--- src/rtl/muldiv_seq_unit.sv ---
// Sequential signed multiply/divide unit: radix-2 Booth multiply and restoring divide,
// one step per clock, results loaded into HI/LO on completion.
module muldiv_seq_unit #(
  parameter int unsigned WIDTH = 32
) (
  input  logic             clk,
  input  logic             reset,
  input  logic             start,
  input  logic             op,
  input  logic [WIDTH-1:0] a_in,
  input  logic [WIDTH-1:0] b_in,
  output logic             busy,
  output logic             done,
  output logic             divzero,
  output logic [WIDTH-1:0] hi_out,
  output logic [WIDTH-1:0] lo_out
);

  localparam int unsigned CW = $clog2(WIDTH + 1);

  typedef enum logic [2:0] {StIdle, StMult, StDiv, StFixup, StDone} state_e;

  state_e           state_q, state_d;
  logic [CW-1:0]    count_q, count_d;
  // Shared datapath: acc holds the Booth accumulator or the division remainder, low holds
  // the multiplier or the dividend/quotient, opnd holds the multiplicand or |divisor|.
  // acc carries one guard bit so that adding/subtracting the most negative multiplicand
  // never loses the sign used by the arithmetic shift.
  logic [WIDTH:0]   acc_q, acc_d;
  logic [WIDTH-1:0] low_q, low_d;
  logic [WIDTH-1:0] opnd_q, opnd_d;
  logic             qm1_q, qm1_d;
  logic             q_neg_q, q_neg_d;
  logic             r_neg_q, r_neg_d;
  logic             busy_q, busy_d;
  logic             done_q, done_d;
  logic             divzero_q, divzero_d;
  logic [WIDTH-1:0] hi_q, hi_d;
  logic [WIDTH-1:0] lo_q, lo_d;

  logic [WIDTH:0]   mcand_ext;
  logic [WIDTH:0]   booth_sum;
  logic [WIDTH:0]   div_shift;
  logic [WIDTH:0]   div_diff;
  logic [WIDTH-1:0] a_abs;
  logic [WIDTH-1:0] b_abs;

  // Per-step arithmetic for both algorithms and operand magnitudes for DIV setup.
  always_comb begin
    mcand_ext = {opnd_q[WIDTH-1], opnd_q};
    unique case ({low_q[0], qm1_q})
      2'b01:   booth_sum = acc_q + mcand_ext;
      2'b10:   booth_sum = acc_q - mcand_ext;
      default: booth_sum = acc_q;
    endcase
    div_shift = {acc_q[WIDTH-1:0], low_q[WIDTH-1]};
    div_diff  = div_shift - {1'b0, opnd_q};
    a_abs     = a_in[WIDTH-1] ? (~a_in + 1'b1) : a_in;
    b_abs     = b_in[WIDTH-1] ? (~b_in + 1'b1) : b_in;
  end

  // Next-state and datapath updates; every register holds unless its state updates it.
  always_comb begin
    state_d   = state_q;
    count_d   = count_q;
    acc_d     = acc_q;
    low_d     = low_q;
    opnd_d    = opnd_q;
    qm1_d     = qm1_q;
    q_neg_d   = q_neg_q;
    r_neg_d   = r_neg_q;
    divzero_d = divzero_q;
    hi_d      = hi_q;
    lo_d      = lo_q;

    unique case (state_q)
      StIdle, StDone: begin
        if (start) begin
          divzero_d = 1'b0;
          count_d   = '0;
          acc_d     = '0;
          qm1_d     = 1'b0;
          if (!op) begin
            state_d = StMult;
            low_d   = b_in;
            opnd_d  = a_in;
          end else begin
            // A zero divisor is detected on the first DIV cycle, giving a one-cycle
            // path to DONE with HI/LO untouched.
            state_d = StDiv;
            low_d   = a_abs;
            opnd_d  = b_abs;
            q_neg_d = a_in[WIDTH-1] ^ b_in[WIDTH-1];
            r_neg_d = a_in[WIDTH-1];
          end
        end else begin
          state_d = StIdle;
        end
      end

      StMult: begin
        if (count_q == CW'(WIDTH)) begin
          state_d = StDone;
          hi_d    = acc_q[WIDTH-1:0];
          lo_d    = low_q;
        end else begin
          acc_d   = {booth_sum[WIDTH], booth_sum[WIDTH:1]};
          low_d   = {booth_sum[0], low_q[WIDTH-1:1]};
          qm1_d   = low_q[0];
          count_d = count_q + 1'b1;
        end
      end

      StDiv: begin
        if (opnd_q == '0) begin
          state_d   = StDone;
          divzero_d = 1'b1;
        end else if (count_q == CW'(WIDTH)) begin
          state_d = StFixup;
        end else begin
          if (!div_diff[WIDTH]) begin
            acc_d = div_diff;
            low_d = {low_q[WIDTH-2:0], 1'b1};
          end else begin
            acc_d = div_shift;
            low_d = {low_q[WIDTH-2:0], 1'b0};
          end
          count_d = count_q + 1'b1;
        end
      end

      StFixup: begin
        state_d = StDone;
        lo_d    = q_neg_q ? (~low_q + 1'b1) : low_q;
        hi_d    = r_neg_q ? (~acc_q[WIDTH-1:0] + 1'b1) : acc_q[WIDTH-1:0];
      end

      default: state_d = StIdle;
    endcase

    busy_d = (state_d == StMult) || (state_d == StDiv) || (state_d == StFixup);
    done_d = (state_d == StDone);
  end

  // State and datapath registers; reset discards any in-flight operation.
  always_ff @(posedge clk or negedge reset) begin
    if (!reset) begin
      state_q   <= StIdle;
      count_q   <= '0;
      acc_q     <= '0;
      low_q     <= '0;
      opnd_q    <= '0;
      qm1_q     <= 1'b0;
      q_neg_q   <= 1'b0;
      r_neg_q   <= 1'b0;
      busy_q    <= 1'b0;
      done_q    <= 1'b0;
      divzero_q <= 1'b0;
      hi_q      <= '0;
      lo_q      <= '0;
    end else begin
      state_q   <= state_d;
      count_q   <= count_d;
      acc_q     <= acc_d;
      low_q     <= low_d;
      opnd_q    <= opnd_d;
      qm1_q     <= qm1_d;
      q_neg_q   <= q_neg_d;
      r_neg_q   <= r_neg_d;
      busy_q    <= busy_d;
      done_q    <= done_d;
      divzero_q <= divzero_d;
      hi_q      <= hi_d;
      lo_q      <= lo_d;
    end
  end

  assign busy    = busy_q;
  assign done    = done_q;
  assign divzero = divzero_q;
  assign hi_out  = hi_q;
  assign lo_out  = lo_q;

endmodule

--- config.mk ---
export PLATFORM = sky130hd
export DESIGN_NAME = muldiv_seq_unit
export DESIGN_NICKNAME = d
export VERILOG_FILES = /design/src/rtl/muldiv_seq_unit.sv
export SDC_FILE = /design/constraint.sdc
export NUM_CORES = 1
export LEC_CHECK = 0
export ABC_AREA = 1
export CAP_MARGIN = 20
export CORE_MARGIN = 2
export CORE_UTILIZATION = 45
export DETAILED_ROUTE_END_ITERATION = 8
export GPL_ROUTABILITY_DRIVEN = 0
export PLACE_DENSITY = 0.67
export SETUP_SLACK_MARGIN = 0.15
export SLEW_MARGIN = 15
export SYNTH_ARGS = -nofsm -noshare
export SYNTH_HDL_FRONTEND = slang
export SYNTH_SLANG_ARGS = --single-unit
--- constraint.sdc ---
create_clock -name clk -period 3.1 [get_ports clk]
set_input_delay 0.465 -clock clk [delete_from_list [all_inputs] [get_ports clk]]
set_output_delay 0.465 -clock clk [all_outputs]
set_load 0.005 [all_outputs]
==> Yosys cells after proc, flatten, opt, wreduce, memory -nomap -nowiden <==
Index checks and enable logic that the tools add are counted.
{ "op_classes": {"add_sub_neg": 8, "bitwise_logic": 5, "n_reduce_logical": 16, "n_eq_ne": 17, "mux": 38} }
{ "ops": {"columns": ["cell", "n"], "rows": [
  ["two-way mux 32 bit", 12],
  ["two-way mux 33 bit", 5],
  ["adder 32 x 1 -> 32 bit (second input constant)", 4],
  ["NOT 32 bit", 4],
  ["case mux 32 bit (2 select lines)", 2],
  ["case mux 33 bit (3 select lines)", 1],
  ["case mux 32 bit (3 select lines)", 1],
  ["case mux 33 bit (2 select lines)", 1],
  ["adder 33 bit", 1],
  ["subtractor 33 x 32 -> 33 bit", 1],
  ["subtractor 33 bit", 1],
  ["logical NOT 32 bit", 1],
  ["two-way mux 6 bit", 3],
  ["case mux 6 bit (3 select lines)", 1],
  ["equality test 3 x 2 -> 1 bit (second input constant)", 4],
  ["two-way mux 3 bit", 4],
  ["!= test 2 bit (second input constant)", 6],
  ["case mux 3 bit (4 select lines)", 1],
  ["AND reduction 3 bit", 4],
  ["adder 6 x 1 -> 6 bit (second input constant)", 1],
  ["equality test 3 x 1 -> 1 bit (second input constant)", 2],
  ["equality test 3 bit (second input constant)", 2],
  ["equality test 6 bit (second input constant)", 1],
  ["nonzero test 2 bit", 3],
  ["other kinds (12)", 18]
]} }
{ "word_totals": {"reg_bits": 176, "inputBits": 68, "elab_cells": 97} }

==> Logic depth before layout (Yosys ltp) <==
{ "depth": {"word_depth": 7, "ltp_mapped": 31, "ltp_nobuf": 31} }

==> Least setup slack after synthesis <==
No wires, ideal clock.
{ "synth_path": {"path_type": "register to register", "start": "register opnd_q[1]", "end": "register acc_q[31]", "required_ps": 2984, "setup_ps": 116, "stages_incl_launch_ff": 27, "slack_ps": 12, "t_arrival_ps": 2971, "cell_sequence": "dfrtp_1 inv_1 nand3_1 nor2_2 nand4_1 nor2_2 nand2_2 nor3_4 nand2_2 o21ai_2 xor2_1 inv_1 ha_1 nand2_1 inv_1 a21oi_1 nand2_1 nand2_1 nand2_1 a21oi_1 nand2_1 nand3_1 nand2_1 nand3_1 nand2_1 nand2_1 nand2_1"} }
{ "synth_via": {"elab_chain_len": 5, "elab_cells_between_ends": 12, "classes_between": "3 x add/sub; 1 x eq/ne; 6 x mux; 2 x reduce/logical"} }
{ "synth_lines": {"columns": ["item", "line", "source"], "rows": [
  ["start, declared", "31", "logic [WIDTH-1:0] opnd_q, opnd_d;"],
  ["start signal, assigned", "166", "opnd_q <= opnd_d;"],
  ["subtractor 33 x 32 -> 33 bit", "57", "div_diff = div_shift - {1'b0, opnd_q};"],
  ["two-way mux 33 bit", "121", "if (!div_diff[WIDTH]) begin"],
  ["two-way mux 33 bit", "118", "end else if (count_q == CW'(WIDTH)) begin"],
  ["two-way mux 33 bit", "115", "if (opnd_q == '0) begin"],
  ["case mux 33 bit (3 select lines)", "76", "unique case (state_q)"],
  ["end signal, assigned", "150", "acc_q <= '0;"],
  ["end signal, assigned", "164", "acc_q <= acc_d;"],
  ["end, declared", "29", "logic [WIDTH:0] acc_q, acc_d;"]
]} }
Parallel ways exist; a longest one is shown, timed or not. The select of a mux whose other input is x is not followed.
A chain may end at the register's enable or synchronous reset.

==> Worst setup path after layout <==
{ "layout_path": {"start": "register opnd_q[0]", "end": "register acc_q[18]"} }
Same word-level chain as after synthesis.

==> flow_metrics.py <==
metrics = {
    "run_status": {
        "status": "finished, violations left",
        "violations": "design-rule violations, negative hold slack, negative setup slack",
    },
    "timing": {
        "rsz0062_at_grt": "true",
        "hold_ws_ns": -0.0166,
        "slew_viol_final": 0,
        "worst-slew-pin-transition_ns": 0.995,
        "timing.slew.headroom_pct": 33.7,
        "max_freq_mhz": 246,
        "setup_ws_ns": -0.966,
        "fin_crit_ns": 4.07,
        "hold_viol_final": 15,
        "setup_violations": 34,
        "fin_crit_sh_pct": 131,
        "clock_skew_ns": 0.0173,
    },
    "yosys": {
        "synth-seq-cells": 176,
        "yosysMostFrequentCell": "nand2_1",
        "synth.top_cell.area_share_pct": 26.8,
        "syn_avg_cell_area_um2": 6.44,
        "ys_seq_area_share_pct": 26.8,
        "ys_top_cells_by_area": "dfrtp_1, nand2_1, inv_1",
        "synth_fp_nets": 2693,
        "synth_cell_types": 52,
        "async_flop_share_pct": 100,
        "syn_inst": 2550,
        "synth_area_leader_cell": "dfrtp_1",
        "synth_edf_count": 0,
        "synthTopCellsByCount": "nand2_1, inv_1, nor2_1, a21oi_1, o21ai_0",
        "ys.flop_type": "dfrtp_1",
        "syn-cell-area_um2": 16400,
        "yosysWarnings": 0,
    },
    "global_route": {
        "gr-usage-all-layers_pct": 38.7,
        "grt_pass1_wl_um": 113000,
        "overflow": 0,
        "first_global_vias": 19972,
        "antenna_found_initial": 4,
        "grt_max_degree": 101,
    },
    "finish": {
        "syn_to_final_growth_pct": 39.3,
        "drive_above_1_share_pct": 24.2,
        "nets": 3125,
    },
    "drt": {
        "via_per_inst": 6.01,
        "routedWlPerCell_um": 21.8,
        "drtPass1Iterations": 9,
        "drc_errors": 2,
        "drtAntennaViolNets": 0,
        "via_count": 20772,
        "routed_wl_um": 75500,
        "drtIter0Drc": 2441,
    },
    "place": {
        "port_buffers": 134,
        "dpl_worst_slack_ns": -0.529,
        "dpl.hpwl_um": 54500,
    },
    "critical_path": {
        "path_max_fanout": 3,
        "cp_num_buf_inv": 6,
        "critical_path_required_ns": 3.44,
        "crit_family": "compound AO/OA/AOI/OAI gates",
        "crit_top_cell": "nand2_1",
        "worstSetupStartpointType": "register",
        "crit_path_top_delay_cell": "a21oi_1",
        "arrival_ns": 4.41,
        "cp_cell_sequence": "inv_2 -> buf_4 -> ha_4 -> nand2_4 -> nor2_4 -> buf_4 -> buf_4 -> nor2_2 -> xor2_2 -> ha_1 -> nand2_1 -> buf_4 -> nor2_2 -> inv_2 -> a21oi_1 -> o21ai_0 -> nand4_1 -> nand3_1 -> nand2_1 -> nand2_1 -> nand2_1 -> nand2_1",
        "cpPeakStageDelay_ns": 0.79,
        "critPathKind": "reg2reg",
        "end_kind": "register",
    },
    "worst_hold_path": {
        "hp-class": "in2async",
    },
    "die": {
        "ios": 135,
        "start_util_pct": 46.0,
        "core_um2": 35700,
        "die_w_um": 195,
        "die_h_um": 195,
        "row_count": 69,
        "die-area_um2": 38100,
    },
    "clocking": {
        "root_buffer": "clkbuf_16",
        "ctsHoldBuffers": 0,
        "clock-sinks": 176,
        "clk_transition_reported_paths_ns": 0.08,
        "cts_tree": "yes",
        "clk_path_buf_depth": 2,
        "cts_max_level": 4,
        "numCtsBuffers": 17,
        "clkLatencyLatePin_ns": 0.47,
    },
    "flow_run": {
        "cap_violations": 0,
    },
}
metrics by stage:
stage,cells,util (%),hold slack (ns),TNS [ns],cell area [um^2]
3_5_place_dp,3357,56.9,0.466,-10.22,20400
3_3_place_gp,3357,56.9,0.464,-6.70,20400
2_1_floorplan,2550,-,0.169,0,16500
4_1_cts,3439,62.6,0.0115,-2.94,22400
6_report,3457,64.0,-0.0166,-12.51,22900
5_1_grt,3456,64.0,0.0299,-17.47,22900
worst register-to-register path, cell delays in order, from the launching register on:
cell     delay (ns)
dfrtp_1        0.41
inv_2          0.11
buf_4          0.14
ha_4           0.15
nand2_4        0.06
nor2_4         0.13
buf_4          0.13
buf_4          0.10
nor2_2         0.04
xor2_2         0.19
ha_1           0.35
nand2_1        0.10
buf_4          0.15
nor2_2         0.10
inv_2          0.13
a21oi_1        0.79
o21ai_0        0.32
nand4_1        0.16
nand3_1        0.11
nand2_1        0.08
nand2_1        0.05
nand2_1        0.06
nand2_1        0.09
layout by cell type (no fill, tap or decap), drive strengths merged, types with 2 or more instances in the layout:
cell	n
nand4	33
clkinv	10
o221ai	41
nand3	156
a21o	6
xor2	100
o21ai	212
or2	14
clkinvlp	2
fa	2
xnor2	8
ha	73
and2	2
o211ai	18
o22ai	30
nand2	646
o31ai	3
nor4	13
nand3b	6
clkdlybuf4s50	133
a22oi	19
nor3	42
a21oi	197
buf	367
o21a	7
a31oi	25
o41ai	2
inv	311
clkbuf	18
nor2	303
o21bai	13
dfrtp	176
final timing paths:
kind	slack [ns]	depth (start not counted)	start	to
setup / recovery	-0.97	22	opnd_q[0]$_DFFE_PN0P_	acc_q[18]$_DFFE_PN0P_
max in group asynchronous	2.21	2	reset	opnd_q[1]$_DFFE_PN0P_
hold reg to reg	0.48	2	hi_out[23]$_DFFE_PN0P_	hi_out[23]$_DFFE_PN0P_
hold / removal	-0.02	1	reset	acc_q[18]$_DFFE_PN0P_
setup reg to reg	-0.97	22	opnd_q[0]$_DFFE_PN0P_	acc_q[18]$_DFFE_PN0P_
min in group clk	0.48	2	hi_out[23]$_DFFE_PN0P_	hi_out[23]$_DFFE_PN0P_
registers in the layout, summed over array words and instances (netlist names):
signal,cells
low_q,32
divzero,1
opnd_q,32
hi_out,32
acc_q,33
busy,1
qm1_q,1
q_neg_q,1
count_q,6
state_q,3
done,1
lo_out,32
r_neg_q,1
layout make-up:
type / count / area, um^2
antenna: 1 / 2.50
clock buffer: 18 / 429
clock inverter: 14 / 141
fill: 3049 / 12900
inverter: 309 / 1170
multi-input combinational: 1978 / 11800
sequential: 176 / 4410
tap: 461 / 577
timing repair buffer: 500 / 4320
what timing repair did:
action,4_1_cts,5_1_grt
endpoints found under the setup margin,34,34
pin swaps,88,53
gates resized for setup,283,94
cloned,2,0
setup buffers,48,17
hold endpoints to repair,0,0
per-layer routing:
layer	vias to the layer above	part of all wire, %	track usage, %
li1	9355	-	-
met1	9607	36	45.8
met4	2	8.2	25.0
met3	397	12	12.2
met5	-	0.016	0
met2	1411	43	60.6
cells by family (layout without fill, tap and decap cells):
logic type / after synthesis / after routing / share of synthesized area, %
AO/OA/AOI/OAI: 580 / 580 / 21.0
other: 0 / 1 / 0
adder cells (fa/ha/maj): 75 / 75 / 5.80
flip-flops: 176 / 176 / 26.8
XOR/XNOR: 108 / 108 / 5.76
AND/OR/NAND/NOR: 1215 / 1215 / 31.2
buffers and inverters: 396 / 841 / 9.50
Power is not shown: default switching activity piles up to over one toggle a cycle in this logic, so the estimate is an artifact.
